**config.mk**
```make
export PLATFORM = sky130hd
export DESIGN_NAME = vga_scanout
export DESIGN_NICKNAME = d
export VERILOG_FILES = /design/src/rtl/vga_pkg.sv /design/src/rtl/vga_sync_counter.sv /design/src/rtl/vga_scanout.sv
export SDC_FILE = /design/constraint.sdc
export NUM_CORES = 1
export LEC_CHECK = 0
export CAP_MARGIN = 20
export CORE_ASPECT_RATIO = 2
export CORE_MARGIN = 2
export CORE_UTILIZATION = 50
export CTS_CLUSTER_DIAMETER = 50
export DETAILED_ROUTE_END_ITERATION = 6
export GPL_ROUTABILITY_DRIVEN = 0
export PLACE_DENSITY = 0.74
export SYNTH_ARGS = -nofsm -noshare
export SYNTH_HDL_FRONTEND = slang
export SYNTH_SLANG_ARGS = --single-unit
```
**constraint.sdc**
```tcl
create_clock -name clk -period 3.1 [get_ports clk]
set_clock_uncertainty 0.2 [all_clocks]
set_input_delay 0.465 -clock clk [delete_from_list [all_inputs] [get_ports clk]]
set_output_delay 0.465 -clock clk [all_outputs]
set_load 0.03 [all_outputs]
```
**src/rtl/vga_pkg.sv**
```systemverilog
// Shared constants for the 160x120 framebuffer scan-out path.
// 640x480@60 timing, framebuffer geometry and colour bit layout.
package vga_pkg;

    localparam int VGA_H_ACTIVE = 640;
    localparam int VGA_H_FP     = 16;
    localparam int VGA_H_SYNC   = 96;
    localparam int VGA_H_BP     = 48;
    localparam int VGA_V_ACTIVE = 480;
    localparam int VGA_V_FP     = 10;
    localparam int VGA_V_SYNC   = 2;
    localparam int VGA_V_BP     = 33;

    localparam int VGA_FB_W = 160;
    localparam int VGA_FB_H = 120;

    localparam int COL_R = 2;
    localparam int COL_G = 1;
    localparam int COL_B = 0;

    localparam int ADDR_W = $clog2(VGA_FB_W * VGA_FB_H);
    localparam int CNT_W  = 10;
    localparam int DAC_W  = 10;

    // One stored colour bit drives a whole DAC channel.
    function automatic logic [DAC_W-1:0] expand(input logic b);
        return {DAC_W{b}};
    endfunction

endpackage

```
**src/rtl/vga_sync_counter.sv**
```systemverilog
// Pixel-phase divider plus horizontal/vertical raster counters.
// Produces the tick strobe, raw sync/active flags and the frame tick.
module vga_sync_counter
    import vga_pkg::*;
#(
    parameter int H_ACTIVE = VGA_H_ACTIVE,
    parameter int H_FP     = VGA_H_FP,
    parameter int H_SYNC   = VGA_H_SYNC,
    parameter int H_BP     = VGA_H_BP,
    parameter int V_ACTIVE = VGA_V_ACTIVE,
    parameter int V_FP     = VGA_V_FP,
    parameter int V_SYNC   = VGA_V_SYNC,
    parameter int V_BP     = VGA_V_BP
) (
    input  logic             clk_i,
    input  logic             rst_ni,
    output logic             tick_o,
    output logic [CNT_W-1:0] hcount_o,
    output logic [CNT_W-1:0] vcount_o,
    output logic             active_o,
    output logic             hs_raw_o,
    output logic             vs_raw_o,
    output logic             frame_tick_o
);

    localparam int H_TOTAL = H_ACTIVE + H_FP + H_SYNC + H_BP;
    localparam int V_TOTAL = V_ACTIVE + V_FP + V_SYNC + V_BP;

    localparam logic [CNT_W-1:0] H_LAST = CNT_W'(H_TOTAL - 1);
    localparam logic [CNT_W-1:0] V_LAST = CNT_W'(V_TOTAL - 1);
    localparam logic [CNT_W-1:0] H_ACT  = CNT_W'(H_ACTIVE);
    localparam logic [CNT_W-1:0] V_ACT  = CNT_W'(V_ACTIVE);
    localparam logic [CNT_W-1:0] HS_LO  = CNT_W'(H_ACTIVE + H_FP);
    localparam logic [CNT_W-1:0] HS_HI  = CNT_W'(H_ACTIVE + H_FP + H_SYNC);
    localparam logic [CNT_W-1:0] VS_LO  = CNT_W'(V_ACTIVE + V_FP);
    localparam logic [CNT_W-1:0] VS_HI  = CNT_W'(V_ACTIVE + V_FP + V_SYNC);

    logic             phase_q, phase_d;
    logic [CNT_W-1:0] hcount_q, hcount_d;
    logic [CNT_W-1:0] vcount_q, vcount_d;
    logic             frame_q, frame_d;

    // Next raster position; counters only move on a pixel tick.
    always_comb begin
        phase_d  = ~phase_q;
        hcount_d = hcount_q;
        vcount_d = vcount_q;
        if (phase_q) begin
            if (hcount_q == H_LAST) begin
                hcount_d = '0;
                vcount_d = (vcount_q == V_LAST) ? '0 : vcount_q + 1'b1;
            end else begin
                hcount_d = hcount_q + 1'b1;
            end
        end
        frame_d = phase_q && (hcount_d == '0) && (vcount_d == V_ACT);
    end

    // Phase, counter and frame-tick state.
    always_ff @(posedge clk_i or negedge rst_ni) begin
        if (!rst_ni) begin
            phase_q  <= 1'b0;
            hcount_q <= '0;
            vcount_q <= '0;
            frame_q  <= 1'b0;
        end else begin
            phase_q  <= phase_d;
            hcount_q <= hcount_d;
            vcount_q <= vcount_d;
            frame_q  <= frame_d;
        end
    end

    assign tick_o       = phase_q;
    assign hcount_o     = hcount_q;
    assign vcount_o     = vcount_q;
    assign active_o     = (hcount_q < H_ACT) && (vcount_q < V_ACT);
    assign hs_raw_o     = (hcount_q >= HS_LO) && (hcount_q < HS_HI);
    assign vs_raw_o     = (vcount_q >= VS_LO) && (vcount_q < VS_HI);
    assign frame_tick_o = frame_q;

endmodule

```
**src/rtl/vga_scanout.sv**
```systemverilog
// Framebuffer reader and VGA DAC driver with 4x4 pixel replication.
// Address stage and output stage are each one pixel tick deep.
module vga_scanout
    import vga_pkg::*;
#(
    parameter int H_ACTIVE = VGA_H_ACTIVE,
    parameter int H_FP     = VGA_H_FP,
    parameter int H_SYNC   = VGA_H_SYNC,
    parameter int H_BP     = VGA_H_BP,
    parameter int V_ACTIVE = VGA_V_ACTIVE,
    parameter int V_FP     = VGA_V_FP,
    parameter int V_SYNC   = VGA_V_SYNC,
    parameter int V_BP     = VGA_V_BP,
    parameter int FB_W     = VGA_FB_W
) (
    input  logic              clk,
    input  logic              resetn,
    output logic [ADDR_W-1:0] fb_addr,
    output logic              fb_rd_en,
    input  logic [2:0]        fb_data,
    output logic              VGA_CLK,
    output logic              VGA_HS,
    output logic              VGA_VS,
    output logic              VGA_BLANK_N,
    output logic              VGA_SYNC_N,
    output logic [DAC_W-1:0]  VGA_R,
    output logic [DAC_W-1:0]  VGA_G,
    output logic [DAC_W-1:0]  VGA_B,
    output logic              frame_tick
);

    logic             tick;
    logic             active;
    logic             hs_raw;
    logic             vs_raw;
    logic [CNT_W-1:0] hcount;
    logic [CNT_W-1:0] vcount;

    vga_sync_counter #(
        .H_ACTIVE (H_ACTIVE),
        .H_FP     (H_FP),
        .H_SYNC   (H_SYNC),
        .H_BP     (H_BP),
        .V_ACTIVE (V_ACTIVE),
        .V_FP     (V_FP),
        .V_SYNC   (V_SYNC),
        .V_BP     (V_BP)
    ) u_sync (
        .clk_i        (clk),
        .rst_ni       (resetn),
        .tick_o       (tick),
        .hcount_o     (hcount),
        .vcount_o     (vcount),
        .active_o     (active),
        .hs_raw_o     (hs_raw),
        .vs_raw_o     (vs_raw),
        .frame_tick_o (frame_tick)
    );

    logic [ADDR_W-1:0] addr_q, addr_d;
    logic              act_q;
    logic              hs_q;
    logic              vs_q;
    logic [DAC_W-1:0]  r_q, g_q, b_q;
    logic              hs_n_q, vs_n_q, blank_n_q;

    // Linear framebuffer index of the 4x4 cell under the beam.
    always_comb begin
        addr_d = '0;
        if (active) begin
            addr_d = ADDR_W'(vcount >> 2) * ADDR_W'(FB_W)
                   + ADDR_W'(hcount >> 2);
        end
    end

    // Address stage: issue the read and delay the raster flags with it.
    always_ff @(posedge clk or negedge resetn) begin
        if (!resetn) begin
            addr_q <= '0;
            act_q  <= 1'b0;
            hs_q   <= 1'b0;
            vs_q   <= 1'b0;
        end else if (tick) begin
            addr_q <= addr_d;
            act_q  <= active;
            hs_q   <= hs_raw;
            vs_q   <= vs_raw;
        end
    end

    // Output stage: colour expansion gated by the delayed active flag.
    always_ff @(posedge clk or negedge resetn) begin
        if (!resetn) begin
            r_q       <= '0;
            g_q       <= '0;
            b_q       <= '0;
            hs_n_q    <= 1'b1;
            vs_n_q    <= 1'b1;
            blank_n_q <= 1'b0;
        end else if (tick) begin
            r_q       <= expand(act_q & fb_data[COL_R]);
            g_q       <= expand(act_q & fb_data[COL_G]);
            b_q       <= expand(act_q & fb_data[COL_B]);
            hs_n_q    <= ~hs_q;
            vs_n_q    <= ~vs_q;
            blank_n_q <= act_q;
        end
    end

    assign fb_addr     = addr_q;
    assign fb_rd_en    = act_q;
    assign VGA_CLK     = tick;
    assign VGA_HS      = hs_n_q;
    assign VGA_VS      = vs_n_q;
    assign VGA_BLANK_N = blank_n_q;
    assign VGA_SYNC_N  = 1'b0;
    assign VGA_R       = r_q;
    assign VGA_G       = g_q;
    assign VGA_B       = b_q;

endmodule

```
Yosys cells after proc, flatten, opt, wreduce, memory -nomap -nowiden
Cells that the tools add are included.
{ "totals": {"reg_bits": 46, "out_inout_bits": 52, "in_bits": 5} }
{ "classes": {"n_bitwise": 6, "order_cmp": 6, "n_mul": 1, "addsub": 3, "muxes": 6, "eq_ne": 3, "n_reduce_logical": 6} }
{ "op_table": {"columns": ["operator", "n"], "rows": [
  ["$mux W10", 5],
  ["$add A10 B1 Y10 const B", 2],
  ["$eq A10 B10 Y1 const B", 2],
  ["$lt A10 B10 Y1 const B", 2],
  ["$lt A10 B9 Y1 const B", 2],
  ["$add A15 B8 Y15", 1],
  ["$mux W15", 1],
  ["$eq A10 B9 Y1 const B", 1],
  ["$ge A10 B10 Y1 const B", 1],
  ["$ge A10 B9 Y1 const B", 1],
  ["$logic_not A10 Y1", 1],
  ["$mul A8 B3 Y10 const B", 1],
  ["$logic_and A1 B1 Y1", 5],
  ["$and A1 B1 Y1", 3],
  ["$not A1 Y1", 3]
]} }

Depth between registers and ports, before layout
{ "depth": {"depth_word": 6, "depth_mapped": 10, "depth_no_buf": 10} }

Hierarchy
From an unflattened synthesis, not the netlist that was laid out.
{ "unflattened": {"hier_cells": 341, "hier_area_um2": 3158.0} }
{ "modules_own_cells": {"columns": ["module", "area_per_inst_um2", "cells_each", "seq_area_each_um2", "instances"], "rows": [
  ["vga_scanout", 1735.4, 185, 603.1, 1],
  ["vga_sync_counter", 1422.6, 156, 550.5, 1]
]} }

Worst setup path after synthesis
OpenSTA, ideal clock, no wires.
{ "synth_path": {"path_type": "register to register", "from": "reg u_sync.vcount_q[5], in the netlist u_sync.vcount_o[5]", "to": "reg addr_q[14], in the netlist fb_addr[14]", "period_less_slack_ps": 2732, "setup_ps": 122, "path_stages_with_launch": 11, "arrival_time_ps": 2410, "slack_ps": 368, "t_required_ps": 2778, "path_buffers": 0, "path_cell_list": "dfrtp_1 > ha_1 > ha_1 > inv_1 > fa_1 > nor2b_1 > o311ai_0 > or4b_1 > o311ai_0 > xor2_1 > o2bb2ai_1"} }
{ "synth_via": {"elab_chain_cells": 3, "elab_cells_between_ends": 5} }
{ "synth_lines": {"columns": ["element", "line", "text"], "rows": [
  ["start: declaration", "vga_sync_counter.sv:40", "logic [CNT_W-1:0] vcount_q, vcount_d;"],
  ["start signal: assignment", "vga_sync_counter.sv:69", "vcount_q <= vcount_d;"],
  ["$mul A8 B3 Y10 / $lt A10 B9 Y1 (equally long branches)", "vga_scanout.sv:71, vga_sync_counter.sv:77", null],
  ["$add A15 B8 Y15 / $logic_and A1 B1 Y1 (equally long branches)", "vga_scanout.sv:72, vga_sync_counter.sv:77", null],
  ["$mux W15 *", "vga_scanout.sv:70", "if (active) begin"],
  ["end signal: assignment", "vga_scanout.sv:84", "addr_q <= addr_d;"],
  ["end: declaration", "vga_scanout.sv:60", "logic [ADDR_W-1:0] addr_q, addr_d;"]
]} }
Mark *: on every way between the ends. The rest lies on a longest branch, timed or not.
A chain may end at the register's enable or synchronous reset.

Worst setup path after layout
Ends and elaborated chain as after synthesis.

==> impl_metrics.env <==
export IMPL_grt_usage=0.219
export IMPL_slew_viol_final=0
export IMPL_final_setup_viol_count=0
export IMPL_dp_hpwl_um=5220
export IMPL_fillers=514
export IMPL_arrival_ns=2.88
export IMPL_cts_buffers=5
export IMPL_vias=2426
export IMPL_clkPwrFrac=0.453
export IMPL_core_area_mm2=0.00601
export IMPL_yosys_cell_types_count=57
export IMPL_vdd_drop_max_v=0.000273
export IMPL_nets=378
export IMPL_regToRegEndpoint="fb_addr[14]$_DFFE_PN0P_"
export IMPL_power_frac_comb=0.080
export IMPL_drt_iter0_drc=81
export IMPL_crit_path_end_kind="flip-flop"
export IMPL_outcome="finished clean"
export IMPL_syn_area_mm2=0.00310
export IMPL_p_per_area_mw_per_mm2=350
export IMPL_min_period_over_period=0.937
export IMPL_wl_per_cell_um=16.5
export IMPL_p_sw_w=0.000294
export IMPL_cp_max_fo=4
export IMPL_hold_violations=0
export IMPL_total_power_w=0.00130
export IMPL_clock_latency_ns=0.29
export IMPL_synth_top_area_cell="dfrtp_1"
export IMPL_portBuffers=55
export IMPL_postCtsSetupBuffers=0
export IMPL_slew_headroom=0.643
export IMPL_syn_num_nets=349
export IMPL_fp_dieArea_mm2=0.00688
export IMPL_post_route_drc_count=0
export IMPL_rsz0062_at_grt="false"
export IMPL_die_w_um=59.7
export IMPL_p_int_w=0.00101
export IMPL_p_seq_frac=0.466
export IMPL_drive_gt1_frac=0.105
export IMPL_min_to="VGA_HS$_DFFE_PN1P_"
export IMPL_worst_slew_pin_slew_ns=0.536
export IMPL_crit_path_max_incr_delay_ns=0.48
export IMPL_fmax_ghz=0.344
export IMPL_cts_max_path_buffers=2
export IMPL_avgSynthCellArea_um2=9.60
export IMPL_finalNonFillerCells=416
export IMPL_grt_max_degree=47
export IMPL_drtAntennaViolNets=0
export IMPL_ys_async_sr_fraction=1.00
export IMPL_initial_core_util=0.516
export IMPL_drt_wl_total_um=6860
export IMPL_synthTopCellsByCount="44 x dfrtp_1, 29 x buf_4, 19 x ha_1, 19 x nor2_1, 18 x inv_1"
export IMPL_yosys_area_top_type_share=0.355
export IMPL_utilization=0.619
export IMPL_timing_final_crit_period_ns=2.90
export IMPL_hold_depth=1
export IMPL_min_from="hs_q$_DFFE_PN0P_"
export IMPL_vias_per_cell=5.83
export IMPL_rr_worst_depth=10
export IMPL_hold_ws_ns=0.252
export IMPL_clk_pin_slew_ns=0.06
export IMPL_cts_tree="yes"
export IMPL_yosysMostFrequentCell="dfrtp_1"
export IMPL_rows=40
export IMPL_worstSetupPathType="reg2reg"
export IMPL_timing_rr_start="u_sync.vcount_o[5]$_DFF_PN0_"
export IMPL_num_antenna_cells=0
export IMPL_synth_area_top_cells="dfrtp_1 36%, ha_1 7.7%, buf_4 7.0%"
export IMPL_first_pass_iters=4
export IMPL_dp_cells=406
export IMPL_synth_top_flop_cell="dfrtp_1"
export IMPL_grt_pass1_wl_um=11300
export IMPL_crit_chain="ha_1 > ha_1 > inv_1 > fa_1 > nor2b_1 > o311ai_0 > or4b_1 > o311ai_0 > xor2_1 > o2bb2ai_1"
export IMPL_synth_seq_cells=46
export IMPL_clkSinkCount=46
export IMPL_synth_edf_count=0
export IMPL_antenna_found_initial=0
export IMPL_grt_pass1_vias=2323
export IMPL_hold_class="reg2reg"
export IMPL_area_growth_pct=19.9
export IMPL_ctsHtreeMaxLevel=2
export IMPL_cp_start_kind="flip-flop"
export IMPL_p_sw_frac=0.225
export IMPL_cts_root_buf="clkbuf_16"
export IMPL_maxCapViolCount=0
export IMPL_grt_overflow=0
export IMPL_r2r_slack_ns=0.20
export IMPL_critical_path_required_ns=3.07
export IMPL_tns_ns=0
export IMPL_seq_area_frac_synth=0.372
export IMPL_die_y_um=115
export IMPL_synth_warnings=0
export IMPL_crit_start="u_sync.vcount_o[5]$_DFF_PN0_"
export IMPL_p_leak_nw=1.70
export IMPL_synth_cells=323
export IMPL_slowest_stage="or4b_1"
export IMPL_io_pins=57
[layout make-up]
class / count / area [um2] / share of cell area
multi-input combinational: 212 / 1590 / 0.426
sequential: 46 / 1150 / 0.310
timing repair buffer: 69 / 666 / 0.179
clock buffer: 8 / 166 / 0.0448
tap: 63 / 78.8 / 0.0212
inverter: 18 / 67.6 / 0.0182
[per-layer routing]
metal,share of wire,routed length [um],vias up,global-route usage
met4,0.033,226,0,0.101
met3,0.031,212,16,0.0349
met2,0.57,3930,62,0.395
met5,0,0,-,0
li1,-,-,1171,-
met1,0.36,2500,1177,0.238
[per-stage QoR]
| stage | worst slack (ns) | area [um2] |
|---|---|---|
| final | 0.195 | 3720 |
| after global routing | 0.0352 | 3720 |
| after CTS | 0.180 | 3680 |
| after detailed placement | 0.202 | 3520 |
| after global placement | 0.324 | 3520 |
| after floorplan | 0.368 | 3100 |
[state kept, by name (all words and copies together), names as in the netlist]
register and flops:
hs_q 1, fb_addr 15, vs_q 1, VGA_B 1
VGA_R 1, u_sync.tick_o 1, VGA_G 1, VGA_HS 1
u_sync.frame_tick_o 1, u_sync.hcount_o 10, VGA_VS 1, u_sync.vcount_o 10
VGA_BLANK_N 1, fb_rd_en 1
[cells by family (layout without fill, tap and decap cells)]
group	after synthesis	count (layout)	synth area share
other	1	1	0.00121
buffers and inverters	65	95	0.118
XOR/XNOR	27	27	0.0848
multiplexers	3	3	0.0105
AND/OR/NAND/NOR	101	101	0.182
adder cells (fa/ha/maj)	21	21	0.0896
flip-flops	46	46	0.372
AO/OA/AOI/OAI	59	59	0.142
[power by group through the flow]
stage | combinational (W) | clock, W | sequential [W]
finish | 0.000105 | 0.000590 | 0.000607
global route | 0.000111 | 0.000620 | 0.000608
CTS | 0.000102 | 0.000595 | 0.000608
detailed placement | 0.000102 | 0 | 0.000619
global placement | 0.000102 | 0 | 0.000618
floorplan | 0.0000688 | 0 | 0.000622
[worst max path at each step]
| stage | slack [ns] | endpoint |
|---|---|---|
| finish | 0.20 | fb_addr[14]$_DFFE_PN0P_ |
| global route | 0.04 | fb_addr[14]$_DFFE_PN0P_ |
| CTS | 0.18 | fb_addr[13]$_DFFE_PN0P_ |
| detailed placement | 0.20 | fb_addr[13]$_DFFE_PN0P_ |
| global placement | 0.32 | fb_addr[13]$_DFFE_PN0P_ |
| floorplan | 0.37 | fb_addr[14]$_DFFE_PN0P_ |
[worst max-delay path, delay by kind of cell, from the launching register on]
family | cells | cell delay, ns
adder cells (fa/ha/maj) | 3 | 0.72
XOR/XNOR | 1 | 0.18
buffers and inverters | 1 | 0.07
AO/OA/AOI/OAI | 3 | 0.63
flip-flops | 1 | 0.43
AND/OR/NAND/NOR | 2 | 0.54
[cells in the final DEF, fill, tap and decap left out, drive strengths merged, types with 3 or more instances in the layout]
| cell type | count |
|---|---|
| clkdlybuf4s50 | 54 |
| dfrtp | 44 |
| nor2 | 19 |
| ha | 19 |
| xnor2 | 19 |
| inv | 18 |
| nand2 | 16 |
| a22o | 14 |
| buf | 14 |
| nand3 | 13 |
| o21ai | 12 |
| nor3 | 11 |
| nand4 | 9 |
| xor2 | 8 |
| clkbuf | 8 |
| a21o | 5 |
| nor2b | 5 |
| a31oi | 5 |
| and3 | 4 |
| or3 | 4 |
| nand2b | 4 |
| nand4b | 4 |
| o31ai | 3 |
| o311ai | 3 |
| a211oi | 3 |
| or2 | 3 |
[what timing repair did]
item                                    4_1_cts  5_1_grt
endpoints found under the hold margin         0        5
resized for setup                             0        1
hold buffers                                  0        1
endpoints found under the setup margin        0        1
Note: power is estimated with default switching activity, not from simulation.
